`src/rtl/signed_bcd_entry.sv`:
```
// Keypad BCD entry (sign + DIGITS digits) -> reverse double-dabble -> NUM_W two's complement; SIGNED_BCD_SAT_EN clamps overflow.
// Result 11 edges after enter; strobes arriving while busy are dropped, never queued.
module signed_bcd_entry #(
  parameter int NUM_W  = 8,
  parameter int DIGITS = 3
) (
  input  logic                  clk,
  input  logic                  reset,
  input  logic                  digit_valid,
  input  logic [3:0]            digit,
  input  logic                  sign_toggle,
  input  logic                  clear,
  input  logic                  enter,
  output logic [NUM_W-1:0]      num,
  output logic                  num_valid,
  output logic                  overflow,
  output logic                  busy,
  output logic [4*DIGITS-1:0]   entry_bcd,
  output logic                  entry_neg
);

  localparam int CONV_W = 10;
  localparam int BCD_W  = 4 * DIGITS;
  localparam int SR_W   = BCD_W + CONV_W;
  localparam int CNT_W  = $clog2(DIGITS + 1);
  localparam int STEP_W = $clog2(CONV_W);

  localparam logic [CNT_W-1:0]  CNT_MAX   = CNT_W'(DIGITS);
  localparam logic [STEP_W-1:0] STEP_LAST = STEP_W'(CONV_W - 1);
  localparam logic [CONV_W-1:0] POS_MAX   = CONV_W'(2 ** (NUM_W - 1) - 1);
  localparam logic [CONV_W-1:0] NEG_MAX   = CONV_W'(2 ** (NUM_W - 1));

  typedef enum logic [1:0] {
    ENTRY  = 2'd0,
    CONV   = 2'd1,
    RESULT = 2'd2
  } state_t;

  state_t             state_q, state_d;
  logic [BCD_W-1:0]   bcd_q, bcd_d;
  logic               neg_q, neg_d;
  logic [CNT_W-1:0]   cnt_q, cnt_d;
  logic [SR_W-1:0]    sr_q, sr_d;
  logic [STEP_W-1:0]  step_q, step_d;
  logic [NUM_W-1:0]   num_q, num_d;
  logic               num_valid_q, num_valid_d;
  logic               ovf_q, ovf_d;

  logic [SR_W-1:0]    sr_step;
  logic [CONV_W-1:0]  mag;
  logic [CONV_W-1:0]  neg_mag;
  logic               out_of_range;

  // One reverse double-dabble step: shift right, then pull every BCD nibble >= 8 down by 3.
  always_comb begin
    sr_step = sr_q >> 1;
    for (int i = 0; i < DIGITS; i++) begin
      if (sr_step[CONV_W + 4*i +: 4] >= 4'd8)
        sr_step[CONV_W + 4*i +: 4] = sr_step[CONV_W + 4*i +: 4] - 4'd3;
    end
  end

  always_comb begin
    mag          = sr_q[CONV_W-1:0];
    neg_mag      = -mag;
    out_of_range = neg_q ? (mag > NEG_MAX) : (mag > POS_MAX);
  end

  always_comb begin
    state_d     = state_q;
    bcd_d       = bcd_q;
    neg_d       = neg_q;
    cnt_d       = cnt_q;
    sr_d        = sr_q;
    step_d      = step_q;
    num_d       = num_q;
    ovf_d       = ovf_q;
    num_valid_d = 1'b0;
    case (state_q)
      ENTRY: begin
        if (clear) begin
          bcd_d = '0;
          neg_d = 1'b0;
          cnt_d = '0;
        end else if (enter) begin
          sr_d    = {bcd_q, {CONV_W{1'b0}}};
          step_d  = '0;
          state_d = CONV;
        end else if (digit_valid) begin
          // An out-of-range digit or a full entry still consumes the edge.
          if (digit <= 4'd9 && cnt_q < CNT_MAX) begin
            bcd_d = {bcd_q[BCD_W-5:0], digit};
            cnt_d = cnt_q + 1'b1;
          end
        end else if (sign_toggle) begin
          neg_d = ~neg_q;
        end
      end
      CONV: begin
        sr_d   = sr_step;
        step_d = step_q + 1'b1;
        if (step_q == STEP_LAST)
          state_d = RESULT;
      end
      RESULT: begin
        num_valid_d = 1'b1;
        ovf_d       = out_of_range;
        if (!out_of_range) begin
          num_d = neg_q ? neg_mag[NUM_W-1:0] : mag[NUM_W-1:0];
        end else begin
`ifdef SIGNED_BCD_SAT_EN
          num_d = neg_q ? {1'b1, {(NUM_W-1){1'b0}}} : {1'b0, {(NUM_W-1){1'b1}}};
`else
          num_d = num_q;
`endif
        end
        bcd_d   = '0;
        neg_d   = 1'b0;
        cnt_d   = '0;
        state_d = ENTRY;
      end
      default: state_d = ENTRY;
    endcase
  end

  always_ff @(posedge clk or posedge reset) begin
    if (reset) begin
      state_q     <= ENTRY;
      bcd_q       <= '0;
      neg_q       <= 1'b0;
      cnt_q       <= '0;
      sr_q        <= '0;
      step_q      <= '0;
      num_q       <= '0;
      num_valid_q <= 1'b0;
      ovf_q       <= 1'b0;
    end else begin
      state_q     <= state_d;
      bcd_q       <= bcd_d;
      neg_q       <= neg_d;
      cnt_q       <= cnt_d;
      sr_q        <= sr_d;
      step_q      <= step_d;
      num_q       <= num_d;
      num_valid_q <= num_valid_d;
      ovf_q       <= ovf_d;
    end
  end

  assign num       = num_q;
  assign num_valid = num_valid_q;
  assign overflow  = ovf_q;
  assign busy      = (state_q != ENTRY);
  assign entry_bcd = bcd_q;
  assign entry_neg = neg_q;

endmodule

```
`config.mk`:
```
export PLATFORM = sky130hd
export DESIGN_NAME = signed_bcd_entry
export DESIGN_NICKNAME = d
export VERILOG_FILES = /design/src/rtl/signed_bcd_entry.sv
export SDC_FILE = /design/constraint.sdc
export NUM_CORES = 1
export LEC_CHECK = 0
export BUFFER_PORTS_ARGS = -buffer_cell sky130_fd_sc_hd__buf_4
export CAP_MARGIN = 25
export CORE_MARGIN = 2
export CORE_UTILIZATION = 40
export DETAILED_ROUTE_END_ITERATION = 7
export GPL_TIMING_DRIVEN = 0
export PLACE_DENSITY_LB_ADDON = 0.1
export RECOVER_POWER = 50
export SETUP_SLACK_MARGIN = 0.05
export SLEW_MARGIN = 20
export SYNTH_ARGS = -nofsm -noshare
export SYNTH_HDL_FRONTEND = slang
export SYNTH_SLANG_ARGS = --single-unit
```
`constraint.sdc`:
```
create_clock -name clk -period 5.5 [get_ports clk]
set_input_delay 1.1 -clock clk [delete_from_list [all_inputs] [get_ports clk]]
set_output_delay 1.1 -clock clk [all_outputs]
set_load 0.02 [all_outputs]
```
After elaboration in Yosys (flattened, before gate mapping)

Cells that the tools add are included.

Add/sub/neg operators: 6
$lt $le $gt $ge: 7
Eq/ne operators: 11
Mux-type cells: 31
Bitwise operators: 2
Reductions and logical operators: 10

Operator list:

| operator                                                                             | number |
|---|---|
| 12-bit 2-to-1 mux                                                                    | 4 |
| 22-bit 2-to-1 mux                                                                    | 2 |
| 22-bit case mux with 2 select lines                                                  | 1 |
| 12-bit case mux with 2 select lines                                                  | 1 |
| 4-bit 2-to-1 mux                                                                     | 5 |
| 3-bit inequality test (second input constant)                                        | 5 |
| 2-bit 2-to-1 mux                                                                     | 7 |
| 10-bit by 7-bit greater-than comparator with 1-bit output (second input constant)    | 1 |
| 10-bit by 8-bit greater-than comparator with 1-bit output (second input constant)    | 1 |
| 4-bit greater-or-equal comparator (second input constant)                            | 2 |
| 8-bit 2-to-1 mux                                                                     | 1 |
| 8-bit negator                                                                        | 1 |
| 2-bit case mux with 2 select lines                                                   | 2 |
| 4-bit case mux with 2 select lines                                                   | 1 |
| 4-bit AND reduction                                                                  | 2 |
| 4-bit by 2-bit subtractor with 4-bit output (second input constant)                  | 2 |
| 1-bit 2-to-1 mux                                                                     | 6 |
| 2-bit inequality test (second input constant)                                        | 3 |
| 3-bit AND reduction                                                                  | 2 |
| 2-bit nonzero test                                                                   | 3 |
| 4-bit by 1-bit adder with 4-bit output (second input constant)                       | 1 |
| 4-bit == test (second input constant)                                                | 1 |
| 3-bit by 4-bit greater-or-equal comparator with 1-bit output (second input constant) | 1 |
| 4-bit less-or-equal comparator (second input constant)                               | 1 |
| 10 further kinds                                                                     | 11 |

Bits in registers: 53
Output and inout port bits: 24
Logic and storage cells: 76

Depth between registers and ports, before layout

Gate-level depths: netlist (run 1).

Word-level depth: 7
Depth in mapped cells: 7
Mapped depth without buffers: 6

Worst setup path before layout (run 1)

OpenSTA, ideal clock, no wires.

Path type: input-to-reg
Start point: input digit[2]
End point: register cnt_q[1]
Data arrival time: 2158 ps
Required time: 5434 ps
Path slack: 3276 ps
Stages: 5
Buffers on the path: 1
Cell sequence: o21ai_0 nand3_1 nor4_1 clkbuf_1 a22o_1

Cells in the longest elaborated chain, start to end: 4

RTL lines:

| item                            | RTL line | RTL |
|---|---|---|
| start, declared                 | 10       | `input logic [3:0] digit,` |
| 4-bit less-or-equal comparator  | 91       | `if (digit <= 4'd9 && cnt_q < CNT_MAX) begin` |
| 1-bit logical AND               | 91       |  |
| 3-bit inequality test (no line) | -        |  |
| 4-bit AND reduction (no line)   | -        |  |
| end signal, assigned            | 141      | `cnt_q <= cnt_d;` |
| end, declared                   | 42       | `logic [CNT_W-1:0] cnt_q, cnt_d;` |

No other way between the ends.
A chain may end at the register's enable or synchronous reset.

Worst setup path after layout (run 1)

Start point: input digit[2]
End point: register bcd_q[5], in the netlist entry_bcd[5]

Cells in the longest elaborated chain, start to end: 4

RTL lines:

| item                            | RTL line | RTL |
|---|---|---|
| 4-bit less-or-equal comparator  | 91       |  |
| 1-bit logical AND               | 91       |  |
| 3-bit inequality test (no line) | -        |  |
| 4-bit AND reduction (no line)   | -        |  |
| end signal, assigned            | 129      | `bcd_q <= '0;` |
| end signal, assigned            | 139      | `bcd_q <= bcd_d;` |
| end, declared                   | 40       | `logic [BCD_W-1:0] bcd_q, bcd_d;` |

No other way between the ends.

==> results of run 1 <==
metal layers:
metal  wire length (microns)  up-vias  part of all wire
li1                        -      881                 -
met1                    2610      880              0.50
met2                    2400       37              0.46
met3                     206        4             0.039
met4                      49        0            0.0093
met5                       0        -                 0
cell type report:
class,instances,area share
Sequential cell,53,0.456
Multi-Input combinational cell,144,0.365
Timing Repair Buffer,33,0.0774
Tap cell,75,0.0322
Clock buffer,6,0.0284
Inverter,16,0.0211
Buffer,12,0.0180
Clock inverter,1,0.00258
where the power goes:
part,leakage [nW],internal [W],switching [W]
sequential,0.700,0.000500,0.000122
clock,0.0433,0.0000998,0.000126
combinational,0.643,0.000240,0.000279
total,1.39,0.000840,0.000527
logic make-up after synthesis:
| family | count (synthesis) |
|---|---|
| AOI/OAI and AO/OA | 65 |
| DFF | 53 |
| and+or+nand+nor | 48 |
| buffers and inverters | 28 |
| muxes | 12 |
| xor gates and xnor gates | 11 |
| adders and majority gates | 8 |
placed cells by master, fill, tap and decap left out, types with 2 or more instances in the layout:
master,n
a22o_2,2
a22o_1,20
mux2i_1,4
a21boi_0,3
nor2b_1,5
or4_4,2
o31ai_1,2
nor4_1,2
a221oi_1,2
o21ai_0,19
nand3_1,2
inv_1,15
mux2_4,7
nand2b_1,2
xor2_1,3
nand2_1,19
clkbuf_1,17
clkbuf_8,6
or2_2,2
dfrtp_1,53
buf_4,26
o32ai_1,2
a21o_1,3
a21oi_1,4
o22ai_1,4
xnor2_1,8
ha_1,8
nor2_1,8
sequential cells by signal, indices dropped and copies added (netlist names):
signal / cells
num: 8
cnt_q: 2
overflow: 1
state_q: 2
num_valid: 1
entry_bcd: 12
sr_q: 22
entry_neg: 1
step_q: 4
worst paths after layout:
check	from	endpoint	slack, ns	cells past startpoint
min reg2reg	step_q[2]	state_q[1]	0.46	1
min	step_q[2]	state_q[1]	0.46	1
min in group asynchronous	reset	sr_q[19]	1.41	2
max	digit[2]	entry_bcd[5]	3.02	6
max in group asynchronous	reset	step_q[2]	3.05	2
max reg2reg	sr_q[2]	num[5]	3.27	5
metrics by stage:
step	instance area (sq um)	std cells	setup slack, ns
global placement	2840	333	2.35
finish	2910	340	3.02
detailed placement	2850	333	2.69
CTS	2940	340	3.02
floorplan	2500	225	3.11
global route	2910	340	2.59
==> reports/qor.yml, run 1 <==
clock.fmax_mhz: 404
hold_class: "reg2reg"
yosys_warnings: 0
synth-edff-count: 0
place_congestion: 0.801
crit_type: "in2reg"
cts-root-buf: "clkbuf_8"
cp-end-kind: "flop"
drt_pass1_iterations: 4
seqCellArea_sq_um: 1330
clock-sinks: 53
post-dp-hpwl_mm: 3.69
numCtsBuffers: 5
synth.distinct_cells: 38
vdd_drop_max_mv: 0.159
maxSlewHeadroom: -0.545
crit_family: "simple AND/OR/NAND/NOR gates"
syn_area_sq_um: 2500
synth.most_common_cell: "dfrtp_1"
vias_per_cell: 5.30
grtUsageMet1: 0.225
leakage_nw: 1.39
die-area_sq_um: 6900
std_cell_rows: 28
slowest_delay_ns: 0.55
fin_tns_setup_ns: 0
worstMarginPinSlew_ns: 2.31
synth_nets: 243
min_period_ns: 2.48
cts_tree: "done"
slowest_stage: "nor4_1"
h-tree-depth: 2
hold_viol_final: 0
syn_inst: 225
outcome: "complete, but fails checks"
fin_crit_sh: 0.450
synth_area_per_cell_sq_um: 11.1
crit_path_max_fanout: 10
wl_mm: 5.26
cts_hold_buf: 0
antennaDiodeCount: 0
area_delta_synth_final_pct: 16.4
setup_viol: 0
path_clk_slew_ns: 0.10
yosysSeqAreaShare: 0.530
grt_pass1_wl_mm: 9.28
die_x_microns: 83.1
totalPowerFinal_w: 0.00137
synth_common_cells: "dfrtp_1, a22o_1, nand2_1, o21ai_0, inv_1"
routedWlPerCell_microns: 15.5
cp_cell_sequence: "buf_4 -> o21ai_0 -> nand3_1 -> nor4_1 -> clkbuf_1 -> a22o_1"
cap_violations: 1
violations: "max-capacitance violations, max-slew violations"
synthMuxAreaShare: 0.0625
die_y_microns: 83.1
drt_drc_violations_left: 0
top_usage_layer: "met2"
async_reset_ff_frac: 1.00
antenna_found_initial: 0
final_nets: 283
coreArea_sq_um: 5990
synthAdderAreaFrac: 0.0400
worstSkewPairLatency_ns: 0.31
drt_iter0_markers: 134
grt_pass1_vias: 1805
synth_top_family_by_area: "compound AO/OA/AOI/OAI gates"
fin_util: 0.486
synth-compound-area-share: 0.186
initial_utilization: 0.418
synth_top_area_share: 0.530
critPathBufInv: 2
crit_path_start_kind: "input port"
ys_seq_elements: 53
synth_flop_cell: "dfrtp_1"
power_per_cell_area_nw_per_um2: 470
grt_max_degree: 54
fin_hold_ws_ns: 0.462
slew_violations: 54
cp.arrival_ns: 2.72
postCtsResizedCells: 0
cts_setup_buffers: 0
ant_nets: 0
synth_area_leaders: "dfrtp_1, a22o_1, mux2_4, ha_1, o21ai_0"
io_pins: 34
synth_area_leader_cell: "dfrtp_1"
overflow: 0
dr_total_vias: 1802
grt_util_all_layers: 0.165
rsz0062_at_grt: "false"
yosys.area_share.simple: 0.0980
fin_skew_ns: 0.00693
use_met3: 0.0368
drive_gt1_frac: 0.196
numPortBuffers: 33
clk_path_buf_depth: 2
multiInputGateArea_sq_um: 1060
nFillCells: 569
required_ns: 5.74
met2_usage: 0.266
synthXorXnorAreaFrac: 0.0385
No activity file was read; power rests on OpenSTA's default activity.
==> run 2, diff against run 1 <==
==> constraint.sdc (replaced) <==
create_clock -name clk -period 2.3 [get_ports clk]
set_input_delay 0.46 -clock clk [delete_from_list [all_inputs] [get_ports clk]]
set_output_delay 0.46 -clock clk [all_outputs]
set_load 0.02 [all_outputs]
==> run 2 against run 1 <==
Against the previous run:
- the flow now finishes without violations
- worst setup slack lost 2.9 ns
- critical endpoint is now num[5]
- sequential share of layout area shrank 0.090 points
- clock skew shrank 0.0024 ns
- routed wire length grew 0.17%
==> reports/qor.yml, run 2 (synthesized netlist as in run 1, its figures left out) <==
coreArea_sq_um: 5990
antenna_found_initial: 0
hold_class: "in2reg"
die-area_sq_um: 6900
numCtsBuffers: 5
crit_path_start_kind: "flop"
vdd_drop_max_mv: 0.383
r2r-end: "num[5]"
post-dp-hpwl_mm: 3.69
die_x_microns: 83.1
overflow: 0
io_pins: 34
antennaDiodeCount: 0
place_congestion: 0.801
cap_violations: 0
routedWlPerCell_microns: 15.4
grt_pass1_wl_mm: 9.28
clock-sinks: 53
crit_path_max_fanout: 8
rr_worst_depth: 5
clk_path_buf_depth: 2
fin_hold_ws_ns: 0.367
hold_viol_final: 0
path_clk_slew_ns: 0.09
wl_mm: 5.27
die_y_microns: 83.1
clock.fmax_mhz: 457
crit_path_frequent_cell: "or4_4"
crit_type: "reg2reg"
power_per_cell_area_nw_per_um2: 1120
vias_per_cell: 5.21
final_nets: 285
largest_reg_flops: 22
numPortBuffers: 33
cts_tree: "done"
drt_iter0_markers: 124
layout_common_cells: "dfrtp_1, buf_4, clkbuf_1, a22o_1"
cts_hold_buf: 0
dr_total_vias: 1781
slew_violations: 0
std_cell_rows: 28
slowest_stage: "or4_4"
required_ns: 2.49
ant_nets: 0
cp_cell_sequence: "or4_4 -> or4_4 -> a21o_1 -> buf_6 -> mux2_4"
hold_end: "entry_bcd[0]"
fin_tns_setup_ns: 0
fin_skew_ns: 0.00454
grt_max_degree: 54
final_common_cell: "dfrtp_1"
fin_crit_sh: 0.952
drt_pass1_iterations: 4
maxSlewHeadroom: 0.269
hold_depth: 2
drt_drc_violations_left: 0
drive_gt1_frac: 0.202
cts-root-buf: "clkbuf_8"
worstMarginPinSlew_ns: 1.10
rsz0062_at_grt: "false"
setup_viol: 0
largest-register: "sr_q"
grt_util_all_layers: 0.165
slowest_delay_ns: 0.55
min_period_ns: 2.19
min_from: "digit[0]"
area_delta_synth_final_pct: 16.9
initial_utilization: 0.418
grt_pass1_vias: 1805
cp-end-kind: "flop"
nFillCells: 569
outcome: "finished, final reports clean"
h-tree-depth: 2
r2r_setup_slack_ns: 0.11
cp.arrival_ns: 2.38
leakage_nw: 1.39
worstSkewPairLatency_ns: 0.30
rr_startpoint: "sr_q[2]"
## run 2: repair_timing
item                                    in CTS  in global routing
buffers inserted                             0                  2
gates resized for setup                      0                  3
endpoints found under the setup margin       0                 17
## run 2: routing by layer
metal	routed length (microns)	vias to the layer above	global-route usage
li1	-	881	-
met3	187	4	0.0368
met5	0	-	0
met2	2440	31	0.266
met4	46	0	0.0417
met1	2600	865	0.225
## run 2: worst max-delay path by stage
| stage | slack (ns) | start | to | cells past startpoint |
|---|---|---|---|---|
| after floorplan | 0.17 | sr_q[2] | num[0] | 5 |
| after global placement | -0.21 | reset | step_q[0] | 2 |
| after detailed placement | 0.08 | sr_q[2] | num[5] | 5 |
| after CTS | 0.07 | sr_q[2] | num[5] | 5 |
| after global routing | 0.05 | sr_q[3] | num[5] | 5 |
| final | 0.11 | sr_q[2] | num[5] | 5 |
## run 2: power by group
group          switching [W]  leakage, nW  internal (W)
Combinational       0.000672        0.646      0.000582
Clock               0.000299       0.0433      0.000239
Sequential          0.000288        0.697       0.00120
Total                0.00126         1.39       0.00202
## run 2: critical path, delay by kind of cell (launching register included)
| kind | cells | cell delay, ns |
|---|---|---|
| AO/OA/AOI/OAI | 1 | 0.20 |
| flip-flops | 1 | 0.44 |
| multiplexers | 1 | 0.30 |
| AND/OR/NAND/NOR | 2 | 1.00 |
| buffers and inverters | 1 | 0.14 |
## run 2: final cells by class
cell class | count | area (sq um) | share of cell area
clock inverters | 1 | 7.51 | 0.00257
clock buffers | 6 | 82.6 | 0.0283
well taps | 75 | 93.8 | 0.0321
flip-flops and latches | 53 | 1330 | 0.455
multi-input cells | 144 | 1070 | 0.366
inverters | 16 | 60.1 | 0.0205
plain buffers | 12 | 52.6 | 0.0180
repair buffers | 35 | 229 | 0.0783
## run 2: per-stage QoR
| step | setup WS, ns | total power, W | utilization | instances | cell area, sq um |
|---|---|---|---|---|---|
| global placement | -0.208 | 0.00275 | 0.475 | 333 | 2840 |
| detailed placement | 0.0835 | 0.00277 | 0.475 | 333 | 2850 |
| global route | 0.0534 | 0.00355 | 0.488 | 342 | 2920 |
| finish | 0.111 | 0.00328 | 0.488 | 342 | 2920 |
| floorplan | 0.168 | 0.00237 | - | 225 | 2500 |
| CTS | 0.0671 | 0.00332 | 0.490 | 340 | 2940 |
==> run 3, diff against run 2 <==
--- a/config.mk
+++ b/config.mk
@@ -11,7 +11,7 @@
 export CORE_UTILIZATION = 40
 export DETAILED_ROUTE_END_ITERATION = 7
 export GPL_TIMING_DRIVEN = 0
-export PLACE_DENSITY_LB_ADDON = 0.1
+export PLACE_DENSITY_LB_ADDON = 0.05
 export RECOVER_POWER = 50
 export SETUP_SLACK_MARGIN = 0.05
 export SLEW_MARGIN = 20
==> run 3 against run 2 <==
Against the previous run:
- register-to-register slack about the same
- power increased by 7.2%
- critical path type unchanged
- critical endpoint unchanged
- routed wire length increased by 0.83%
- sequential cell count unchanged
==> reports/qor.yml, run 3 (synthesized netlist as in run 1, its figures left out) <==
std_cell_rows: 28
worstSkewPairLatency_ns: 0.31
numPortBuffers: 33
placed_cell_area_sq_um: 2850
final_common_cell: "dfrtp_1"
maxSlewHeadroom: 0.267
slew_violations: 0
die_x_microns: 83.1
grt_util_all_layers: 0.162
die_y_microns: 83.1
grt_pass1_vias: 1779
rr_worst_depth: 5
power_per_cell_area_nw_per_um2: 1190
rsz0062_at_grt: "false"
r2r-end: "num[5]"
grt_max_degree: 54
pre_cts_slack_ns: 0.0823
hold_class: "in2reg"
cp_cell_sequence: "or4_4 -> or4_4 -> a21o_1 -> buf_6 -> mux2_4"
drt_drc_violations_left: 0
ant_nets: 0
drive_gt1_frac: 0.202
largest-register: "sr_q"
layout_common_cells: "dfrtp_1, buf_4, clkbuf_1, a22o_1"
cts_hold_buf: 0
die-area_sq_um: 6900
hold_viol_final: 0
cp-end-kind: "flop"
drt_pass1_iterations: 4
slowest_stage: "or4_4"
clk_path_buf_depth: 2
hold_end: "entry_bcd[0]"
path_clk_slew_ns: 0.10
post-dp-hpwl_mm: 3.77
setup_viol: 0
clock.fmax_mhz: 456
drt_iter0_markers: 48
critPathBufInv: 1
crit_family: "simple AND/OR/NAND/NOR gates"
slowest_delay_ns: 0.54
largest_reg_flops: 22
antenna_found_initial: 0
min_from: "digit[0]"
min_period_ns: 2.19
fin_crit_sh: 0.954
vias_per_cell: 5.20
crit_path_frequent_cell: "or4_4"
crit_path_start_kind: "flop"
io_pins: 34
design_area_sq_um: 2960
hold_depth: 2
fin_hold_ws_ns: 0.356
cts-root-buf: "clkbuf_8"
final_nets: 284
totalPowerFinal_w: 0.00352
worstMarginPinSlew_ns: 1.10
cts_tree: "done"
fin_ws_ns: 0.106
clock-sinks: 53
dr_total_vias: 1778
wl_mm: 5.32
vdd_drop_max_mv: 0.462
fin_util: 0.495
outcome: "finished, final reports clean"
cp.arrival_ns: 2.39
leakage_nw: 1.41
crit_type: "reg2reg"
coreArea_sq_um: 5990
antennaDiodeCount: 0
routedWlPerCell_microns: 15.5
initial_utilization: 0.418
grt_pass1_wl_mm: 9.02
required_ns: 2.50
numCtsBuffers: 5
rr_startpoint: "sr_q[3]"
cap_violations: 0
h-tree-depth: 2
place_congestion: 0.770
overflow: 0
fin_skew_ns: 0.0117
crit_path_max_fanout: 8
area_delta_synth_final_pct: 18.5
r2r_setup_slack_ns: 0.11
==> run 3: cell types whose count changed in the layout (fill, tap and decap cells not counted), sizes merged <==
cell,change
bufinv,+2
clkinvlp,-1
inv,+1
buf,-1
clkbuf,-1
==> run 3: area by class of cell <==
cell class,instances,area (sq um)
buffer,12,52.6
clock buffer,5,68.8
clock inverter,3,68.8
fill,555,3030
inverter,16,60.1
multi-input combinational,144,1070
sequential,53,1330
tap,75,93.8
timing repair buffer,34,221
==> run 3: where the power goes <==
| part | switching, W | total (W) | internal [W] |
|---|---|---|---|
| clock network | 0.000328 | 0.000766 | 0.000438 |
| registers | 0.000281 | 0.00148 | 0.00120 |
| logic | 0.000698 | 0.00127 | 0.000572 |
| total | 0.00131 | 0.00352 | 0.00221 |
==> run 3: how the worst max path moves through the flow <==
stage,from,end,slack [ns],cells past startpoint
2_1_floorplan,sr_q[2],num[0],0.17,5
3_3_place_gp,reset,entry_bcd[10],-0.21,2
3_5_place_dp,sr_q[2],num[5],0.08,5
4_1_cts,sr_q[2],num[5],0.07,5
5_1_grt,sr_q[3],num[5],0.05,5
6_report,sr_q[3],num[5],0.11,5
==> run 3: worst register-to-register path: stages (launching register included) <==
cell     delay [ns]
dfrtp_2        0.46
or4_4          0.54
or4_4          0.44
a21o_1         0.20
buf_6          0.14
mux2_4         0.30
==> run 3: stage by stage <==
step / setup TNS [ns] / instances
finish: 0 / 342
global route: 0 / 342
CTS: 0 / 341
detailed placement: 0 / 333
global placement: -11.11 / 333
floorplan: 0 / 225
==> run 3: what timing repair did <==
item                                    CTS  global route
resized for setup                         0             3
setup buffers                             0             1
endpoints found under the setup margin    0            17
==> run 3: per-layer routing <==
metal,up-vias,track usage,wire [microns]
met1,857,0.226,2620
met5,-,0,0
met4,0,0.0447,59
li1,878,-,-
met3,5,0.0348,212
met2,38,0.256,2420
